<file path="config.mk">
export PLATFORM = sky130hd
export DESIGN_NAME = fft_frame_buffer
export DESIGN_NICKNAME = d
export VERILOG_FILES = /design/src/rtl/fft_pkg.sv /design/src/rtl/fft_bitrev_idx.sv /design/src/rtl/fft_frame_buffer.sv
export SDC_FILE = /design/constraint.sdc
export NUM_CORES = 1
export LEC_CHECK = 0
export BUFFER_PORTS_ARGS = -buffer_cell sky130_fd_sc_hd__buf_4
export CAP_MARGIN = 0
export CORE_ASPECT_RATIO = 1.25
export CORE_MARGIN = 2
export CORE_UTILIZATION = 53
export DETAILED_ROUTE_END_ITERATION = 8
export GPL_TIMING_DRIVEN = 0
export PLACE_DENSITY_LB_ADDON = 0.3
export SKIP_LAST_GASP = 1
export SLEW_MARGIN = 20
export SYNTH_ARGS = -nofsm -noshare
export SYNTH_HDL_FRONTEND = slang
export SYNTH_SLANG_ARGS = --single-unit
</file>
<file path="constraint.sdc">
create_clock -name clk -period 2.26 [get_ports clk]
set_clock_uncertainty 0.1 [all_clocks]
set_input_delay 0.339 -clock clk [delete_from_list [all_inputs] [get_ports clk]]
set_output_delay 0.339 -clock clk [all_outputs]
set_load 0.02 [all_outputs]
</file>
<file path="src/rtl/fft_pkg.sv">
// Shared constants, bank-select type and bit-reversal helper for the FFT frame buffer.
package fft_pkg;

  // Widths for the default 16-point configuration; modules derive their own from N.
  localparam int unsigned DEF_N  = 16;
  localparam int unsigned ADDR_W = $clog2(DEF_N);
  localparam int unsigned LVL_W  = $clog2(DEF_N) + 1;

  typedef logic bank_sel_t;

  // Reverse the low 'width' bits of value; bits above width come back as zero.
  function automatic logic [31:0] bitrev(input logic [31:0] value, input int unsigned width);
    logic [31:0] v;
    logic [31:0] r;
    v = value;
    r = '0;
    for (int unsigned i = 0; i < width; i++) begin
      r = {r[30:0], v[0]};
      v = v >> 1;
    end
    return r;
  endfunction

endpackage

</file>
<file path="src/rtl/fft_bitrev_idx.sv">
// Maps the running write count to the storage slot: bit-reversed or natural order.
module fft_bitrev_idx
  import fft_pkg::*;
#(
  parameter int unsigned AddrW  = 4,
  parameter bit          BitRev = 1'b1
) (
  input  logic [AddrW-1:0] cnt_i,
  output logic [AddrW-1:0] idx_o
);

  // Pure combinational mapping; BitRev=0 is a straight bypass.
  always_comb begin
    idx_o = BitRev ? AddrW'(bitrev(32'(cnt_i), AddrW)) : cnt_i;
  end

endmodule

</file>
<file path="src/rtl/fft_frame_buffer.sv">
// Ping-pong frame store: serial samples in, one full N-sample frame out as a flat bus.
module fft_frame_buffer
  import fft_pkg::*;
#(
  parameter int unsigned N        = 16,
  parameter int unsigned MSB      = 16,
  parameter bit          BITREV   = 1'b1,
  parameter bit          USE_LAST = 1'b1
) (
  input  logic                  clk,
  input  logic                  rst,
  input  logic                  s_valid,
  input  logic [MSB-1:0]        s_data,
  input  logic                  s_last,
  output logic                  s_ready,
  output logic                  frame_valid,
  output logic [N*MSB-1:0]      frame_data,
  input  logic                  frame_ack,
  output logic [$clog2(N):0]    fill_level,
  output logic                  err_len
);

  localparam int unsigned AddrW = $clog2(N);

  logic [MSB-1:0]   bank_q [2][N];
  logic [MSB-1:0]   bank_d [2][N];
  logic [1:0]       full_q, full_d;
  bank_sel_t        wr_bank_q, wr_bank_d;
  bank_sel_t        rd_bank_q, rd_bank_d;
  logic [AddrW-1:0] wr_cnt_q, wr_cnt_d;
  logic             err_q, err_d;
  // Holds s_ready low for the first cycle after reset.
  logic             armed_q, armed_d;

  logic [AddrW-1:0] wr_idx;
  logic             accept, ack, last_slot, close;

  fft_bitrev_idx #(
    .AddrW  (AddrW),
    .BitRev (BITREV)
  ) u_idx (
    .cnt_i (wr_cnt_q),
    .idx_o (wr_idx)
  );

  // Handshake decode and next-state for banks, fill count and error flag.
  always_comb begin
    s_ready     = armed_q && !full_q[wr_bank_q];
    frame_valid = full_q[rd_bank_q];
    accept      = s_valid && s_ready;
    ack         = frame_ack && frame_valid;
    last_slot   = (wr_cnt_q == AddrW'(N - 1));
    close       = accept && (last_slot || (USE_LAST && s_last));

    bank_d    = bank_q;
    full_d    = full_q;
    wr_bank_d = wr_bank_q;
    rd_bank_d = rd_bank_q;
    wr_cnt_d  = wr_cnt_q;
    err_d     = err_q;
    armed_d   = 1'b1;

    if (accept) begin
      bank_d[wr_bank_q][wr_idx] = s_data;
      wr_cnt_d = wr_cnt_q + 1'b1;
    end

    if (close) begin
      full_d[wr_bank_q] = 1'b1;
      wr_bank_d         = ~wr_bank_q;
      wr_cnt_d          = '0;
      // Early s_last or a missing s_last on the final slot both flag a length error.
      if (USE_LAST && (s_last != last_slot)) begin
        err_d = 1'b1;
      end
    end

    // Never collides with the write above: the acked bank is full, so it is not writable.
    if (ack) begin
      full_d[rd_bank_q] = 1'b0;
      rd_bank_d         = ~rd_bank_q;
      for (int i = 0; i < int'(N); i++) begin
        bank_d[rd_bank_q][i] = '0;
      end
    end
  end

  // Present the read bank only while it holds a complete frame.
  always_comb begin
    frame_data = '0;
    if (frame_valid) begin
      for (int i = 0; i < int'(N); i++) begin
        frame_data[i*MSB +: MSB] = bank_q[rd_bank_q][i];
      end
    end
    fill_level = {1'b0, wr_cnt_q};
    err_len    = err_q;
  end

  // State registers with synchronous active-high reset.
  always_ff @(posedge clk) begin
    if (rst) begin
      for (int b = 0; b < 2; b++) begin
        for (int i = 0; i < int'(N); i++) begin
          bank_q[b][i] <= '0;
        end
      end
      full_q    <= '0;
      wr_bank_q <= 1'b0;
      rd_bank_q <= 1'b0;
      wr_cnt_q  <= '0;
      err_q     <= 1'b0;
      armed_q   <= 1'b0;
    end else begin
      bank_q    <= bank_d;
      full_q    <= full_d;
      wr_bank_q <= wr_bank_d;
      rd_bank_q <= rd_bank_d;
      wr_cnt_q  <= wr_cnt_d;
      err_q     <= err_d;
      armed_q   <= armed_d;
    end
  end

endmodule
</file>
# After elaboration in Yosys (flattened, before gate mapping)
# Cells that the tools add are included.
[classes]
bitwise = 40
n_addsub = 1
n_lt_le_gt_ge = 10
multipliers = 0
div_mod_pow = 0
n_shift = 0
eq_ne = 2
reduce_logical = 13
mux = 54
[op_table]
columns = ["op", "count"]
rows = [
  ["$and 512x512->512", 16],
  ["$not 512->512", 16],
  ["$demux 256 s1", 17],
  ["$mux 256", 6],
  ["$mux 512", 2],
  ["$bwmux 512", 1],
  ["$mux 240", 1],
  ["$mux 224", 1],
  ["$mux 208", 1],
  ["$mux 192", 1],
  ["$mux 176", 1],
  ["$mux 160", 1],
  ["$mux 144", 1],
  ["$mux 128", 1],
  ["$mux 112", 1],
  ["$mux 96", 1],
  ["$mux 80", 1],
  ["$demux 16 s4", 1],
  ["$mux 64", 1],
  ["$mux 48", 1],
  ["$mux 16", 2],
  ["$mux 32", 1],
  ["$logic_and 1x1->1", 9],
  ["$mux 1", 7],
  ["21 further kinds", 29],
]
[totals]
latch_bits = 0
regBits = 522
elab_cells = 158
out_inout_bits = 264
mem_count = 0
mem_bits_ro = 0
mem_bits_rw = 0

# Depth between registers and ports, before layout
# Gate-level depths: netlist (run 1).
[depth]
word_depth = 26
mapped_depth = 10

# Cells and area by module
# From an unflattened synthesis (run 1), not the netlist that was laid out.
[unflattened]
cells_unflattened = 2410
area_unflattened_um2 = 23287.3
[modules_own_cells]
columns = ["mod", "cells_per_inst", "seq_area_each_um2", "area_per_inst_um2", "n_inst"]
rows = [
  ["fft_frame_buffer", 2406, 10450.0, 23257.3, 1],
  ["fft_bitrev_idx", 4, 0.0, 30.0, 1],
]

# Worst setup path after synthesis (run 1)
# Ideal clock, no wire load.
[synth_path]
path_type = "register -> register"
start = "reg wr_cnt_q[0]"
end = "reg wr_cnt_q[2]"
arrival_ns = 2.254
path_slack_ns = -0.235
stages_incl_launch_ff = 11
setup_ns = 0.141
path_cell_list = "dfxtp_1 ha_1 buf_4 and3_1 clkbuf_1 inv_1 clkbuf_1 ha_1 nor2b_1 o311ai_0 o41ai_1"
[synth_between]
elab_chain_cells = 4
[synth_lines]
columns = ["element", "line", "rtl"]
rows = [
  ["start: declaration", "fft_frame_buffer.sv:30", "logic [AddrW-1:0] wr_cnt_q, wr_cnt_d;"],
  ["start signal: assignment", "fft_frame_buffer.sv:119", "wr_cnt_q <= wr_cnt_d;"],
  ["$eq 4x4->1", "fft_frame_buffer.sv:52", "last_slot = (wr_cnt_q == AddrW'(N - 1));"],
  ["$logic_or 1x1->1", "fft_frame_buffer.sv:53", "close = accept && (last_slot || (USE_LAST && s_last));"],
  ["$logic_and 1x1->1", "fft_frame_buffer.sv:53", ""],
  ["$reduce_or 2->1 (no line)", "n/a", ""],
]
# Several ways; a longest one is shown, not always the timed one.
# A chain may end at the register's enable or synchronous reset.

# Worst setup path in the final report (run 1)
[layout_path]
start = "reg rd_bank_q"
end = "out frame_data[218]"
[layout_between]
elab_chain_cells = 5
[layout_lines]
columns = ["element", "line", "rtl"]
rows = [
  ["start: declaration", "fft_frame_buffer.sv:29", "bank_sel_t rd_bank_q, rd_bank_d;"],
  ["start signal: assignment", "fft_frame_buffer.sv:118", "rd_bank_q <= rd_bank_d;"],
  ["$not 1->2 (not written as such)", "fft_frame_buffer.sv:93", "frame_data[i*MSB +: MSB] = bank_q[rd_bank_q][i];"],
  ["$mux 256 (3 in series)", "n/a", ""],
  ["$mux 256 (*)", "fft_frame_buffer.sv:91", "if (frame_valid) begin"],
  ["end: declaration", "fft_frame_buffer.sv:17", "output logic [N*MSB-1:0] frame_data,"],
]
# Mark *: on every way between the ends. The rest lies on a longest branch, timed or not. The select of a mux whose other input is x is not followed.

==> implementation parameters, run 1 <==
Parameter                              Value

Timing
  Final slew viol count    0
  Final critical-path required period    2.570 ns
  Worst setup slack after layout    -0.3103 ns
  Final setup TNS    -66.79 ns
  Worst relative slew slack    41.32%
  Count of final setup violators    281
  Hold Fails Final Rpt    0
  RSZ-0062 raised after global routing    true
  Post-route clock period utilization    113.7%
  Transition time of the tightest slew-check pin    0.8801 ns
  Maximum clock frequency    0.3891 GHz

Critical path
  Critical path launch point type    flop
  Source of the worst register-to-register timing path    rd_bank_q
  Number of cell instances on the worst register-to-register path    6
  Worst-path maximum fanout    8
  Data arrival time of the worst path    2.13 ns
  R2R Setup Slk    -0.05 ns
  Required arrival time at the worst endpoint    1.82 ns
  WS Path Type    flop to output port
  Endpoint type of the worst setup path    output port
  Reg2reg end    bank_q[508]

Global routing
  Met1 Use GR    44.70%
  Global-route track usage on met2    57.99%
  Met3 Use GR    5.158%
  Wire length of the first global-routing pass    124300 um
  Most Used Layer, Global Route    met2
  Total grt overflow    0
  Initial antenna violation count    0
  Via count of the first global-routing pass    20550
  Maximum number of pins on one net before global-route repair    16
  Tot GR Track Use    36.17%

Synth
  Post-synthesis cell count    2447
  Top cells by area in the synthesized netlist    sky130_fd_sc_hd__dfxtp_1 (44%), sky130_fd_sc_hd__mux2i_1 (31%), sky130_fd_sc_hd__nand3_1 (6.2%)
  Yosys top cell by area    sky130_fd_sc_hd__dfxtp_1
  Post-synth EDFFs    0
  Area share of and/or/nand/nor cells after synthesis    16.89%
  Area fraction of the dominant cell type after synthesis    44.34%
  Fraction of synthesized cell area in xor and xnor cells    0%
  Post-synthesis mux area share    31.39%
  Dominant combinational cell family by area after synthesis    multiplexers
  Most used flip-flop cell after synthesis    sky130_fd_sc_hd__dfxtp_1
  Average footprint of a synthesized cell    9.632 sq um
  Proportion of register bits with asynchronous set or reset after synthesis    0%
  Adder-cell share of the synthesized area    0.2654%
  Yosys reg bits    522
  Post-synthesis net count    2473
  Sequential cell area fraction in the yosys report    44.34%
  Fraction of the mapped netlist area in compound gates    1.800%
  Yosys cell types    42
  Yosys warning total    0
  Synth Cell Area    23570 sq um

Routing
  DR vias/cell    6.105
  Via count    20900
  Drt pass-1 iters    6
  Detailed Route WL    87300 um
  Detail Route Antenna Nets    0
  Initial DRC count    2127
  Wire length per cell    25.50 um
  Drc violations    0

Finish
  Share of post-route cells with drive strength above 1    25.50%
  Commonest cells after routing, fill and taps aside    sky130_fd_sc_hd__mux2i_1 (667), sky130_fd_sc_hd__dfxtp_1 (517), sky130_fd_sc_hd__nand3_1 (285), sky130_fd_sc_hd__nand2_1 (253), sky130_fd_sc_hd__buf_4 (246)
  Multi-input combinational cell area    12860 sq um
  Most common library cell in the layout ignoring fill and taps    sky130_fd_sc_hd__mux2i_1
  Final layout net count    2842
  Total of fill cells in the finished design    3161
  # diodes    0
  Footprint of the flip-flops and latches    10460 sq um
  Area added between synthesis and finish    28.87%
  Number of standard cells in the final layout excluding fillers    3423

Floorplanning
  Std-Cell Rows    86
  Die ar.    46190 sq um
  Core Region    44010 sq um
  Initial standard-cell utilization of the core    53.56%
  Horizontal die dimension    192.6 um
  I/O pin total    285
  Height of the die    239.8 um

Clocking
  Clock buffers created by TritonCTS    49
  Worst-skew pair later-pin latency    0.58 ns
  TritonCTS clock tree    done
  Max Buffers Root-to-Sink    3
  CTS Root Cell    sky130_fd_sc_hd__clkbuf_16
  Deepest level of the CTS H-tree    2
  Clock slew at the register clock pins of the worst setup and hold paths    0.06 ns
  Clk sinks    522

Outcome
  Run status    finished with violations
  Violations in the final reports    negative setup slack

Place
  Half-perimeter wire length after detailed placement    57400 um
  Final weighted congestion of routability-driven global placement    0.9178
  # placed instances    3301
  Port Buffers    282

Flow run
  Number of maximum-capacitance constraint violations    0

Min path
  Type of the most critical hold path    input port to flop
  Count of cells along the worst hold path    3
  Hold wc startpoint    s_valid
  End point of the most critical hold path    wr_cnt_q[2]

Power
  Leakage power total    13.39 nW
  Power density over the cells    631.6 nW/um^2
  Highest ir drop seen on vdd    569.7 uV
## where the power goes
part	switching (mW)	internal (mW)
clock	3.68	4.71
sequential	0.0253	9.22
combinational	1.09	0.455
total	4.80	14.4
## how the worst max path moves through the flow
stage                 endpoint  slack, ns         from  cells past startpoint
2_1_floorplan      wr_cnt_q[2]       0.04  wr_cnt_q[1]                     10
3_3_place_gp   frame_data[115]      -1.12    rd_bank_q                      6
3_5_place_dp   frame_data[113]      -1.17    rd_bank_q                      6
4_1_cts        frame_data[177]      -0.34    rd_bank_q                      7
5_1_grt        frame_data[201]      -0.32    rd_bank_q                      7
6_report       frame_data[218]      -0.31    rd_bank_q                      7
## sequential cells by signal (all words and copies together), names as in the netlist
signal     flops
armed_q        1
bank_q       512
err_len        1
full_q         2
rd_bank_q      1
wr_bank_q      1
wr_cnt_q       4
## cells in the mapped netlist, drive strengths merged, types with 3 or more instances
cell type	count
a21oi	36
ha	5
nand2	260
clkbuf	144
o21ai	33
mux2i	738
buf	92
inv	8
nand3	318
nor2b	3
dfxtp	522
and3	3
nor2	260
## area by class of cell
class | instances | share of cell area [%]
Clock buffer | 73 | 4.564
Tap cell | 572 | 2.356
Buffer | 235 | 6.117
Multi-Input combinational cell | 1681 | 42.34
Sequential cell | 522 | 34.44
Clock inverter | 13 | 0.6509
Inverter | 8 | 0.09886
Timing Repair Buffer | 319 | 9.429
## timing repair
item | 4_1_cts | 5_1_grt
endpoints found under the hold margin | 35 | 0
pin swaps | 17 | 39
gates cloned | 6 | 4
gates resized for setup | 251 | 358
setup endpoints to repair | 627 | 686
buffers inserted | 3 | 3
hold buffers | 21 | 0
## cells by family after synthesis
group,Yosys count
buf+inv,244
compound gates,79
other cells,1
fa+ha+maj,5
mux,739
simple gates,857
flops,522
## per-layer routing
layer	vias to the layer above	routed length, um
met5	-	0
met4	0	6884
met3	381	7981
met2	1254	39890
met1	10120	32550
li1	9145	-
## metrics by stage
| step | hold WS, ns | power (mW) | worst slack [ns] | instance area (sq um) | util [%] |
|---|---|---|---|---|---|
| 2_1_floorplan | 0.3344 | 10.09 | 0.03934 | 23580 | - |
| 3_3_place_gp | 0.3432 | 10.60 | -1.121 | 26410 | 60.02 |
| 3_5_place_dp | 0.3470 | 10.62 | -1.169 | 26420 | 60.04 |
| 4_1_cts | 0.02970 | 18.89 | -0.3439 | 29250 | 66.45 |
| 5_1_grt | 0.07134 | 19.49 | -0.3168 | 30370 | 69.02 |
| 6_report | 0.05986 | 19.19 | -0.3103 | 30370 | 69.02 |
## worst max-delay path: stages (launching register included)
cell and delay (ns):
sky130_fd_sc_hd__dfxtp_2 0.34, sky130_fd_sc_hd__buf_8 0.14, sky130_fd_sc_hd__mux2i_4 0.26, sky130_fd_sc_hd__buf_12 0.20
sky130_fd_sc_hd__clkbuf_16 0.21, sky130_fd_sc_hd__clkbuf_16 0.19, sky130_fd_sc_hd__nor2_4 0.06, sky130_fd_sc_hd__buf_6 0.14
Note: power is estimated with default switching activity, not from simulation.
==> run 2, diff against run 1 <==
--- a/config.mk
+++ b/config.mk
@@ -12,6 +12,7 @@
 export CORE_UTILIZATION = 53
 export DETAILED_ROUTE_END_ITERATION = 8
 export GPL_TIMING_DRIVEN = 0
+export MAX_ROUTING_LAYER = met4
 export PLACE_DENSITY_LB_ADDON = 0.3
 export SKIP_LAST_GASP = 1
 export SLEW_MARGIN = 20
==> implementation parameters, run 2 (synthesized netlist as in run 1, its figures left out) <==
Parameter                              Value

Routing
  Drc violations    0
  DR vias/cell    6.243
  Detailed Route WL    91050 um
  Via count    21470
  Initial DRC count    2153
  Wire length per cell    26.48 um
  Drt pass-1 iters    9
  Detail Route Antenna Nets    0

Timing
  Hold Fails Final Rpt    0
  Final critical-path required period    2.600 ns
  Final slew viol count    0
  Maximum clock frequency    0.3847 GHz
  Transition time of the tightest slew-check pin    0.9985 ns
  Worst setup slack after layout    -0.3397 ns
  Post-route clock period utilization    115.0%
  RSZ-0062 raised after global routing    true
  Final setup TNS    -83.00 ns
  Worst relative slew slack    33.43%
  Count of final setup violators    404

Finish
  Fin area    31940 sq um
  Area added between synthesis and finish    35.50%
  Share of post-route cells with drive strength above 1    29.24%
  Most common library cell in the layout ignoring fill and taps    sky130_fd_sc_hd__mux2i_1
  Most flop-heavy register    bank_q
  Regs by FF count    bank_q: 512 flops, wr_cnt_q: 4 flops, full_q: 2 flops
  Flip-flop count of the largest register, all copies and words added    512
  Post-layout utilization of the core    72.57%
  Number of standard cells in the final layout excluding fillers    3439
  Commonest cells after routing, fill and taps aside    sky130_fd_sc_hd__mux2i_1 (636), sky130_fd_sc_hd__dfxtp_1 (518), sky130_fd_sc_hd__nand3_1 (275), sky130_fd_sc_hd__nand2_1 (252), sky130_fd_sc_hd__buf_4 (196)
  Final layout net count    2858

Place
  Area post-placement    26420 sq um
  # placed instances    3301
  Half-perimeter wire length after detailed placement    57580 um
  Final weighted congestion of routability-driven global placement    0.9352
  Port Buffers    282

Critical path
  Critical path startpoint    rd_bank_q
  Source of the worst register-to-register timing path    rd_bank_q
  Data arrival time of the worst path    2.16 ns
  Number of cell instances on the worst register-to-register path    7
  WS Path Type    flop to output port
  R2R Setup Slk    -0.22 ns
  Reg2reg end    bank_q[282]
  Critical path launch point type    flop
  Endpoint type of the worst setup path    output port
  Crit path to    frame_data[124]
  Required arrival time at the worst endpoint    1.82 ns
  Worst-path maximum fanout    8

Floorplanning
  Std-Cell Rows    86
  I/O pin total    285
  Height of the die    239.8 um
  Die ar.    46190 sq um
  Initial standard-cell utilization of the core    53.56%
  Horizontal die dimension    192.6 um
  Core Region    44010 sq um

Power
  Highest ir drop seen on vdd    637.4 uV
  Power density over the cells    628.7 nW/um^2
  Total design power    20.08 mW
  Leakage power total    13.77 nW

Clocking
  Deepest level of the CTS H-tree    2
  Clock buffers created by TritonCTS    51
  Clk sinks    522
  Clock slew at the register clock pins of the worst setup and hold paths    0.06 ns
  Worst-skew pair later-pin latency    0.59 ns
  CTS Root Cell    sky130_fd_sc_hd__clkbuf_16
  Max Buffers Root-to-Sink    3
  TritonCTS clock tree    done

Global routing
  Via count of the first global-routing pass    20250
  Tot GR Track Use    37.11%
  Total grt overflow    0
  Maximum number of pins on one net before global-route repair    15
  Initial antenna violation count    0
  Wire length of the first global-routing pass    123900 um

Min path
  Type of the most critical hold path    input port to flop

Outcome
  Violations in the final reports    negative setup slack
  Run status    finished with violations

Flow run
  Number of maximum-capacitance constraint violations    0
[run 2: worst min-delay path by stage]
stage	startpoint	endpoint	slack (ns)	cells past startpoint
4_1_cts	s_valid	wr_cnt_q[0]	0.05	3
5_1_grt	s_valid	wr_cnt_q[0]	0.09	3
2_1_floorplan	bank_q[224]	bank_q[224]	0.33	2
3_3_place_gp	bank_q[30]	bank_q[30]	0.34	2
6_report	s_valid	wr_cnt_q[0]	0.06	3
3_5_place_dp	bank_q[238]	bank_q[238]	0.35	2
[run 2: where the power goes]
part / leakage, nW / total [mW] / internal, mW / switching (mW)
registers: 4.21 / 9.25 / 9.22 / 0.0238
logic: 8.71 / 1.69 / 0.526 / 1.16
clock network: 0.854 / 9.14 / 5.38 / 3.76
total: 13.8 / 20.1 / 15.1 / 4.95
[run 2: final cells by class]
type | instances | area (sq um)
Multi-Input combinational cell | 1681 | 13670
Fill cell | 2858 | 12070
Inverter | 8 | 32.53
Sequential cell | 522 | 10460
Clock buffer | 75 | 1540
Timing Repair Buffer | 334 | 3329
Tap cell | 572 | 715.7
Buffer | 234 | 1972
Clock inverter | 12 | 221.5
Antenna cell | 1 | 2.502
[run 2: timing repair]
action | 4_1_cts | 5_1_grt
pin swaps | 40 | 67
gates resized for setup | 335 | 504
setup endpoints to repair | 628 | 689
endpoints found under the hold margin | 36 | 0
buffers inserted | 3 | 6
hold buffers | 20 | 0
gates cloned | 10 | 13
[run 2: through the flow]
| stage | hold slack (ns) | worst slack (ns) |
|---|---|---|
| 2_1_floorplan | 0.3344 | 0.03934 |
| 3_3_place_gp | 0.3432 | -1.148 |
| 3_5_place_dp | 0.3466 | -1.214 |
| 4_1_cts | 0.04521 | -0.2959 |
| 5_1_grt | 0.08901 | -0.3279 |
| 6_report | 0.06033 | -0.3397 |
[run 2: metal layers]
metal | global-route usage, % | up-vias | share of wire [%]
li1 | - | 9196 | -
met1 | 44.45 | 10390 | 36
met2 | 57.23 | 1410 | 45
met3 | 6.374 | 477 | 9.9
met4 | 24.50 | 0 | 8.6
met5 | - | - | 0
[run 2: critical path, cell delays in order, from the launching register on]
cell                        delay [ns]
sky130_fd_sc_hd__dfxtp_2          0.33
sky130_fd_sc_hd__buf_8            0.13
sky130_fd_sc_hd__mux2i_4          0.20
sky130_fd_sc_hd__buf_6            0.16
sky130_fd_sc_hd__clkbuf_16        0.20
sky130_fd_sc_hd__clkbuf_16        0.18
sky130_fd_sc_hd__nor2_2           0.21
sky130_fd_sc_hd__buf_6            0.15
